===== config.mk =====
export PLATFORM = sky130hd
export DESIGN_NAME = logic_cmd_issuer
export DESIGN_NICKNAME = d
export VERILOG_FILES = /design/src/rtl/logic_engine_pkg.sv /design/src/rtl/logic_cmd_fifo.sv /design/src/rtl/logic_cmd_issuer.sv
export SDC_FILE = /design/constraint.sdc
export NUM_CORES = 1
export LEC_CHECK = 0
export ABC_AREA = 0
export BUFFER_PORTS_ARGS = -buffer_cell sky130_fd_sc_hd__buf_2
export CAP_MARGIN = 10
export CELL_PAD_IN_SITES_DETAIL_PLACEMENT = 0
export CELL_PAD_IN_SITES_GLOBAL_PLACEMENT = 1
export CORE_MARGIN = 4
export CORE_UTILIZATION = 49
export CTS_BUF_LIST = sky130_fd_sc_hd__clkbuf_8
export CTS_CLUSTER_DIAMETER = 40
export DETAILED_ROUTE_END_ITERATION = 8
export PLACE_DENSITY_LB_ADDON = 0.1
export SYNTH_ARGS = -nofsm -noshare
export SYNTH_HDL_FRONTEND = slang
export SYNTH_SLANG_ARGS = --single-unit

===== constraint.sdc =====
create_clock -name clk -period 2.1 [get_ports clk]
set_input_delay 0.105 -clock clk [delete_from_list [all_inputs] [get_ports clk]]
set_output_delay 0.105 -clock clk [all_outputs]
set_load 0.01 [all_outputs]

===== src/rtl/logic_engine_pkg.sv =====
// Shared opcodes, FSM state encoding and command layout for the logic engine
// command issuer and its companion combinational engine.
package logic_engine_pkg;

  localparam int DEF_WIDTH = 8;

  localparam logic [1:0] OP_OR   = 2'b00;
  localparam logic [1:0] OP_NAND = 2'b01;
  localparam logic [1:0] OP_NOR  = 2'b10;
  localparam logic [1:0] OP_AND  = 2'b11;

  typedef enum logic [1:0] {
    IDLE = 2'b00,
    WAIT = 2'b01,
    RESP = 2'b10
  } state_t;

  typedef struct packed {
    logic                 chain;
    logic [1:0]           opcode;
    logic [DEF_WIDTH-1:0] a;
    logic [DEF_WIDTH-1:0] b;
  } cmd_t;

endpackage


===== src/rtl/logic_cmd_fifo.sv =====
// Synchronous command FIFO; pointers carry one extra wrap bit so that
// full and empty are distinguished without an occupancy counter.
module logic_cmd_fifo #(
  parameter int WIDTH = 8,
  parameter int DEPTH = 4
) (
  input  logic             clk,
  input  logic             rst,
  input  logic             push,
  input  logic             pop,
  input  logic [WIDTH-1:0] wdata,
  output logic [WIDTH-1:0] rdata,
  output logic             full,
  output logic             empty
);

  localparam int AW = $clog2(DEPTH);
  localparam logic [AW:0] PTR_ONE = (AW+1)'(1);

  logic [WIDTH-1:0] mem [DEPTH];
  logic [AW:0]      wr_ptr;
  logic [AW:0]      rd_ptr;
  logic             do_push;
  logic             do_pop;

  assign do_push = push && !full;
  assign do_pop  = pop && !empty;
  assign empty   = (wr_ptr == rd_ptr);
  assign full    = (wr_ptr[AW] != rd_ptr[AW]) && (wr_ptr[AW-1:0] == rd_ptr[AW-1:0]);
  assign rdata   = mem[rd_ptr[AW-1:0]];

  // pointer update
  always_ff @(posedge clk) begin
    if (rst) begin
      wr_ptr <= '0;
      rd_ptr <= '0;
    end else begin
      if (do_push) begin
        wr_ptr <= wr_ptr + PTR_ONE;
      end
      if (do_pop) begin
        rd_ptr <= rd_ptr + PTR_ONE;
      end
    end
  end

  // storage write; contents need no reset since empty gates every read
  always_ff @(posedge clk) begin
    if (do_push) begin
      mem[wr_ptr[AW-1:0]] <= wdata;
    end
  end

endmodule


===== src/rtl/logic_cmd_issuer.sv =====
// Buffers logic commands, drives the combinational engine from registers,
// samples its result after ENG_LAT cycles and returns it on a response stream.
module logic_cmd_issuer
  import logic_engine_pkg::*;
#(
  parameter int WIDTH      = DEF_WIDTH,
  parameter int FIFO_DEPTH = 4,
  parameter int ENG_LAT    = 1
) (
  input  logic             clk,
  input  logic             rst,
  input  logic             cmd_valid,
  output logic             cmd_ready,
  input  logic [WIDTH-1:0] cmd_a,
  input  logic [WIDTH-1:0] cmd_b,
  input  logic [1:0]       cmd_opcode,
  input  logic             cmd_chain,
  output logic [WIDTH-1:0] eng_a,
  output logic [WIDTH-1:0] eng_b,
  output logic [1:0]       eng_opcode,
  input  logic [WIDTH-1:0] eng_result,
  output logic             rsp_valid,
  input  logic             rsp_ready,
  output logic [WIDTH-1:0] rsp_data,
  output logic [1:0]       rsp_opcode,
  output logic             busy
);

  localparam int         CMD_W = 2 * WIDTH + 3;
  localparam logic [3:0] LAT   = 4'(ENG_LAT);

  state_t           state, state_next;
  logic [3:0]       cnt, cnt_next;
  logic [WIDTH-1:0] acc, acc_next;
  logic [WIDTH-1:0] eng_a_next, eng_b_next, rsp_data_next;
  logic [1:0]       eng_opcode_next, rsp_opcode_next;
  logic             rsp_valid_next;

  logic [CMD_W-1:0] fifo_wdata, fifo_rdata;
  logic             fifo_full, fifo_empty, push, pop;
  logic             head_chain;
  logic [1:0]       head_op;
  logic [WIDTH-1:0] head_a, head_b;

  assign cmd_ready  = !fifo_full && !rst;
  assign push       = cmd_valid && cmd_ready;
  assign pop        = (state == IDLE) && !fifo_empty;
  assign busy       = !fifo_empty || (state != IDLE);
  assign fifo_wdata = {cmd_chain, cmd_opcode, cmd_a, cmd_b};
  assign {head_chain, head_op, head_a, head_b} = fifo_rdata;

  logic_cmd_fifo #(
    .WIDTH(CMD_W),
    .DEPTH(FIFO_DEPTH)
  ) u_fifo (
    .clk  (clk),
    .rst  (rst),
    .push (push),
    .pop  (pop),
    .wdata(fifo_wdata),
    .rdata(fifo_rdata),
    .full (fifo_full),
    .empty(fifo_empty)
  );

  // next-state and next-register values; everything holds unless updated
  always_comb begin
    state_next      = state;
    cnt_next        = cnt;
    acc_next        = acc;
    eng_a_next      = eng_a;
    eng_b_next      = eng_b;
    eng_opcode_next = eng_opcode;
    rsp_data_next   = rsp_data;
    rsp_opcode_next = rsp_opcode;
    rsp_valid_next  = rsp_valid;
    case (state)
      IDLE: begin
        if (!fifo_empty) begin
          eng_a_next      = head_chain ? acc : head_a;
          eng_b_next      = head_b;
          eng_opcode_next = head_op;
          cnt_next        = LAT;
          state_next      = WAIT;
        end else begin
          state_next = IDLE;
        end
      end
      WAIT: begin
        if (cnt == 4'd1) begin
          rsp_data_next   = eng_result;
          acc_next        = eng_result;
          rsp_opcode_next = eng_opcode;
          rsp_valid_next  = 1'b1;
          cnt_next        = 4'd0;
          state_next      = RESP;
        end else begin
          cnt_next = cnt - 4'd1;
        end
      end
      RESP: begin
        if (rsp_ready) begin
          rsp_valid_next = 1'b0;
          state_next     = IDLE;
        end else begin
          state_next = RESP;
        end
      end
      default: begin
        state_next     = IDLE;
        rsp_valid_next = 1'b0;
      end
    endcase
  end

  // state and datapath registers
  always_ff @(posedge clk) begin
    if (rst) begin
      state      <= IDLE;
      cnt        <= 4'd0;
      acc        <= '0;
      eng_a      <= '0;
      eng_b      <= '0;
      eng_opcode <= 2'b00;
      rsp_data   <= '0;
      rsp_opcode <= 2'b00;
      rsp_valid  <= 1'b0;
    end else begin
      state      <= state_next;
      cnt        <= cnt_next;
      acc        <= acc_next;
      eng_a      <= eng_a_next;
      eng_b      <= eng_b_next;
      eng_opcode <= eng_opcode_next;
      rsp_data   <= rsp_data_next;
      rsp_opcode <= rsp_opcode_next;
      rsp_valid  <= rsp_valid_next;
    end
  end

endmodule


==> out/summary.txt <==
Final period util -> 0.879
Starting Density -> 0.500
First-iteration detailed-routing DRC count -> 103
Overall routing resource usage -> 0.176
CP Capture Type -> register
Worst Hold Depth -> 4
Area contributors post-synth -> edfxtp_1 (50%), dfxtp_1 (19%), mux4_2 (9.3%)
Largest net degree at the start of global routing -> 38
Max-slew violation count -> 0
Clock buffer depth -> 2
Leak pwr -> 2.22 nW
Final setup TNS -> 0 ns
Deepest level of the CTS H-tree -> 4
Synthesis-to-layout area growth -> 24.9%
DR pass1 iterations -> 4
Worst VDD drop -> 0.000623 V
Core footprint -> 9200 µm²
Post-synth EDFFs -> 76
Dpl cells -> 474
Crit path launch -> u_fifo.rd_ptr[0]
Residual DRC -> 0
Synth warn -> 0
Row count -> 35
Critical path type -> register to register
Die height -> 105 µm
Synthesized Nets -> 339
WL per Instance -> 16.8 µm
Crit path time final -> 1.85 ns
Seq/Total Area, Yosys -> 0.684
Post-synthesis register bit count -> 119
Post-CTS setup buffer count -> 0
Slew headroom -> 0.703
Vias in the first global route -> 2926
Half-perimeter wire length after placement -> 5870 µm
Hold violation total from the final report -> 0
Syn avg cell area -> 15.3 µm²
Routed WL -> 8970 µm
Global-route wire length before repair -> 14900 µm
IO Pins -> 62
R2r startpoint -> u_fifo.rd_ptr[0]
Clk pin slew, worst setup/hold paths -> 0.07 ns
RSZ-0062 raised after global routing -> false
Inserted Diodes -> 0
Synth Instances -> 301
Total clock sinks -> 119
Num CTS Buffers -> 17
Async S/R FF share, synth -> 0
Share of the synthesized area in the top cell type -> 0.496
Number of library cell types mapped by synthesis -> 39
Initial antenna violation count -> 0
Port Buffers -> 61
Critical path arrival -> 1.97 ns
Routed vias -> 2794
Max-cap violations -> 0
GPL Wtd Cong -> 0.766
PD cells -> 1160 nW/µm²
Clk_lat worst skew -> 0.41 ns
Fmax -> 542 MHz
Antenna Nets Post-Route -> 0
Leading area contributor after synthesis -> edfxtp_1
Fin cells -> 533
Die area -> 11000 µm²
Primary flip-flop cell chosen by synthesis mapping -> edfxtp_1
Layout cells sized above 1 -> 0.315
Worst-path maximum fanout -> 14
Vias per cell -> 5.24
Least-Margin Pin Slew -> 0.445 ns
Worst r2r path cells -> 4
Die W -> 105 µm
Hold path start -> rst
Hold WC Path Type -> primary input to register
Status -> finished clean
Grt ovf -> 0
Nets -> 448
Worst setup SP type -> register
Clock Skews -> 0.0159 ns
CP required -> 2.22 ns
Endpoints failing setup -> 0
TritonCTS clock tree -> yes
Post-Syn Area -> 4600 µm²
CTS root buf -> clkbuf_8
[state kept, by name, indices dropped and copies added (netlist names), named ones only]
signal,flops
u_fifo.rd_ptr,3
eng_a,8
cnt,4
acc,8
rsp_opcode,2
eng_b,8
u_fifo.mem,76
state,2
eng_opcode,2
rsp_valid,1
u_fifo.wr_ptr,3
[logic make-up (layout without fill, tap and decap cells)]
group,count (synthesis),in the layout,synth area share
flip-flops,119,119,0.684
AND/OR/NAND/NOR,59,59,0.0574
AO/OA/AOI/OAI,47,47,0.0637
multiplexers,37,37,0.132
buffers and inverters,25,146,0.0288
adder cells (fa/ha/maj),7,7,0.0191
XOR/XNOR,7,7,0.0150
[per-stage QoR]
step           power (mW)  area [µm²]   util  hold WS, ns  setup WS, ns
2_1_floorplan        4.24        4600      -        0.204         0.373
3_3_place_gp         4.78        5100  0.555        0.319         0.311
3_5_place_dp         4.80        5100  0.555        0.322         0.262
4_1_cts              6.72        5740  0.624       0.0583         0.242
5_1_grt              7.05        5740  0.624       0.0885         0.136
6_report             6.64        5740  0.624       0.0711         0.254
[timing repair]
action,in CTS,in global routing
hold endpoints to repair,86,0
hold buffers,28,0
gates resized for setup,0,0
[cell usage in the layout (no fill, tap or decap), types with 2 or more instances in the layout]
cell / synthesis / routed
clkbuf_8: 0 / 17
and2_2: 3 / 3
inv_1: 11 / 11
nor4_1: 2 / 2
nand2_1: 25 / 25
ha_1: 7 / 7
dlygate4sd3_1: 0 / 28
buf_12: 0 / 3
inv_6: 0 / 4
clkinvlp_4: 0 / 5
o21ai_0: 9 / 9
buf_2: 3 / 61
dfxtp_1: 43 / 43
xor2_1: 2 / 2
nor3_1: 2 / 2
mux2i_1: 18 / 18
buf_4: 3 / 12
edfxtp_1: 76 / 76
a211oi_1: 2 / 2
a21oi_1: 26 / 26
or3_1: 2 / 2
xnor2_1: 4 / 4
clkinv_2: 0 / 2
a31oi_1: 2 / 2
mux4_2: 19 / 19
nor2_1: 19 / 19
[power by group]
group | internal [mW] | switching (mW) | leakage, nW | total (mW)
Clock | 0.933 | 0.937 | 0.169 | 1.87
Sequential | 2.76 | 0.176 | 1.04 | 2.94
Combinational | 0.845 | 0.987 | 1.01 | 1.83
Total | 4.54 | 2.10 | 2.22 | 6.64
[synthesized netlist by cell type (2+ instances only)]
cell,count
dfxtp_1,43
buf_4,3
o21ai_0,9
ha_1,7
nor4_1,2
a21oi_1,26
clkbuf_1,3
mux4_2,19
xnor2_1,4
edfxtp_1,76
a31oi_1,2
a211oi_1,2
buf_6,3
buf_2,3
or3_1,2
xor2_1,2
and2_2,3
inv_1,11
nand2_1,25
mux2i_1,18
nor2_1,19
nor3_1,2
[worst max-delay path: stages, from the launching register on]
cell      delay [ns]
dfxtp_1         0.42
xnor2_1         0.15
a311oi_4        0.45
and2_2          0.34
buf_12          0.19
[metal layers]
layer | routed length (µm) | global-route usage | vias to the layer above
li1 | - | - | 1344
met1 | 3910 | 0.216 | 1386
met2 | 4630 | 0.305 | 55
met3 | 334 | 0.0482 | 9
met4 | 97 | 0.0544 | 0
met5 | 0 | 0 | -
[final cells by class]
class                      count  area, µm²
inverter                      11       41.3
sequential                   119       3140
tap                          111        139
clock inverter                14        125
timing repair buffer         104        736
multi-input combinational    157       1320
clock buffer                  17        234
fill                         712       3460
[path summary, 6_finish.rpt]
kind / slack, ns / to
worst min-delay path: 0.07 / u_fifo.wr_ptr[1]
worst min register to register: 0.46 / eng_b[7]
worst max-delay path: 0.25 / u_fifo.mem[0][12]
worst max register to register: 0.25 / u_fifo.mem[0][12]
No activity file was read; power rests on OpenSTA's default activity.
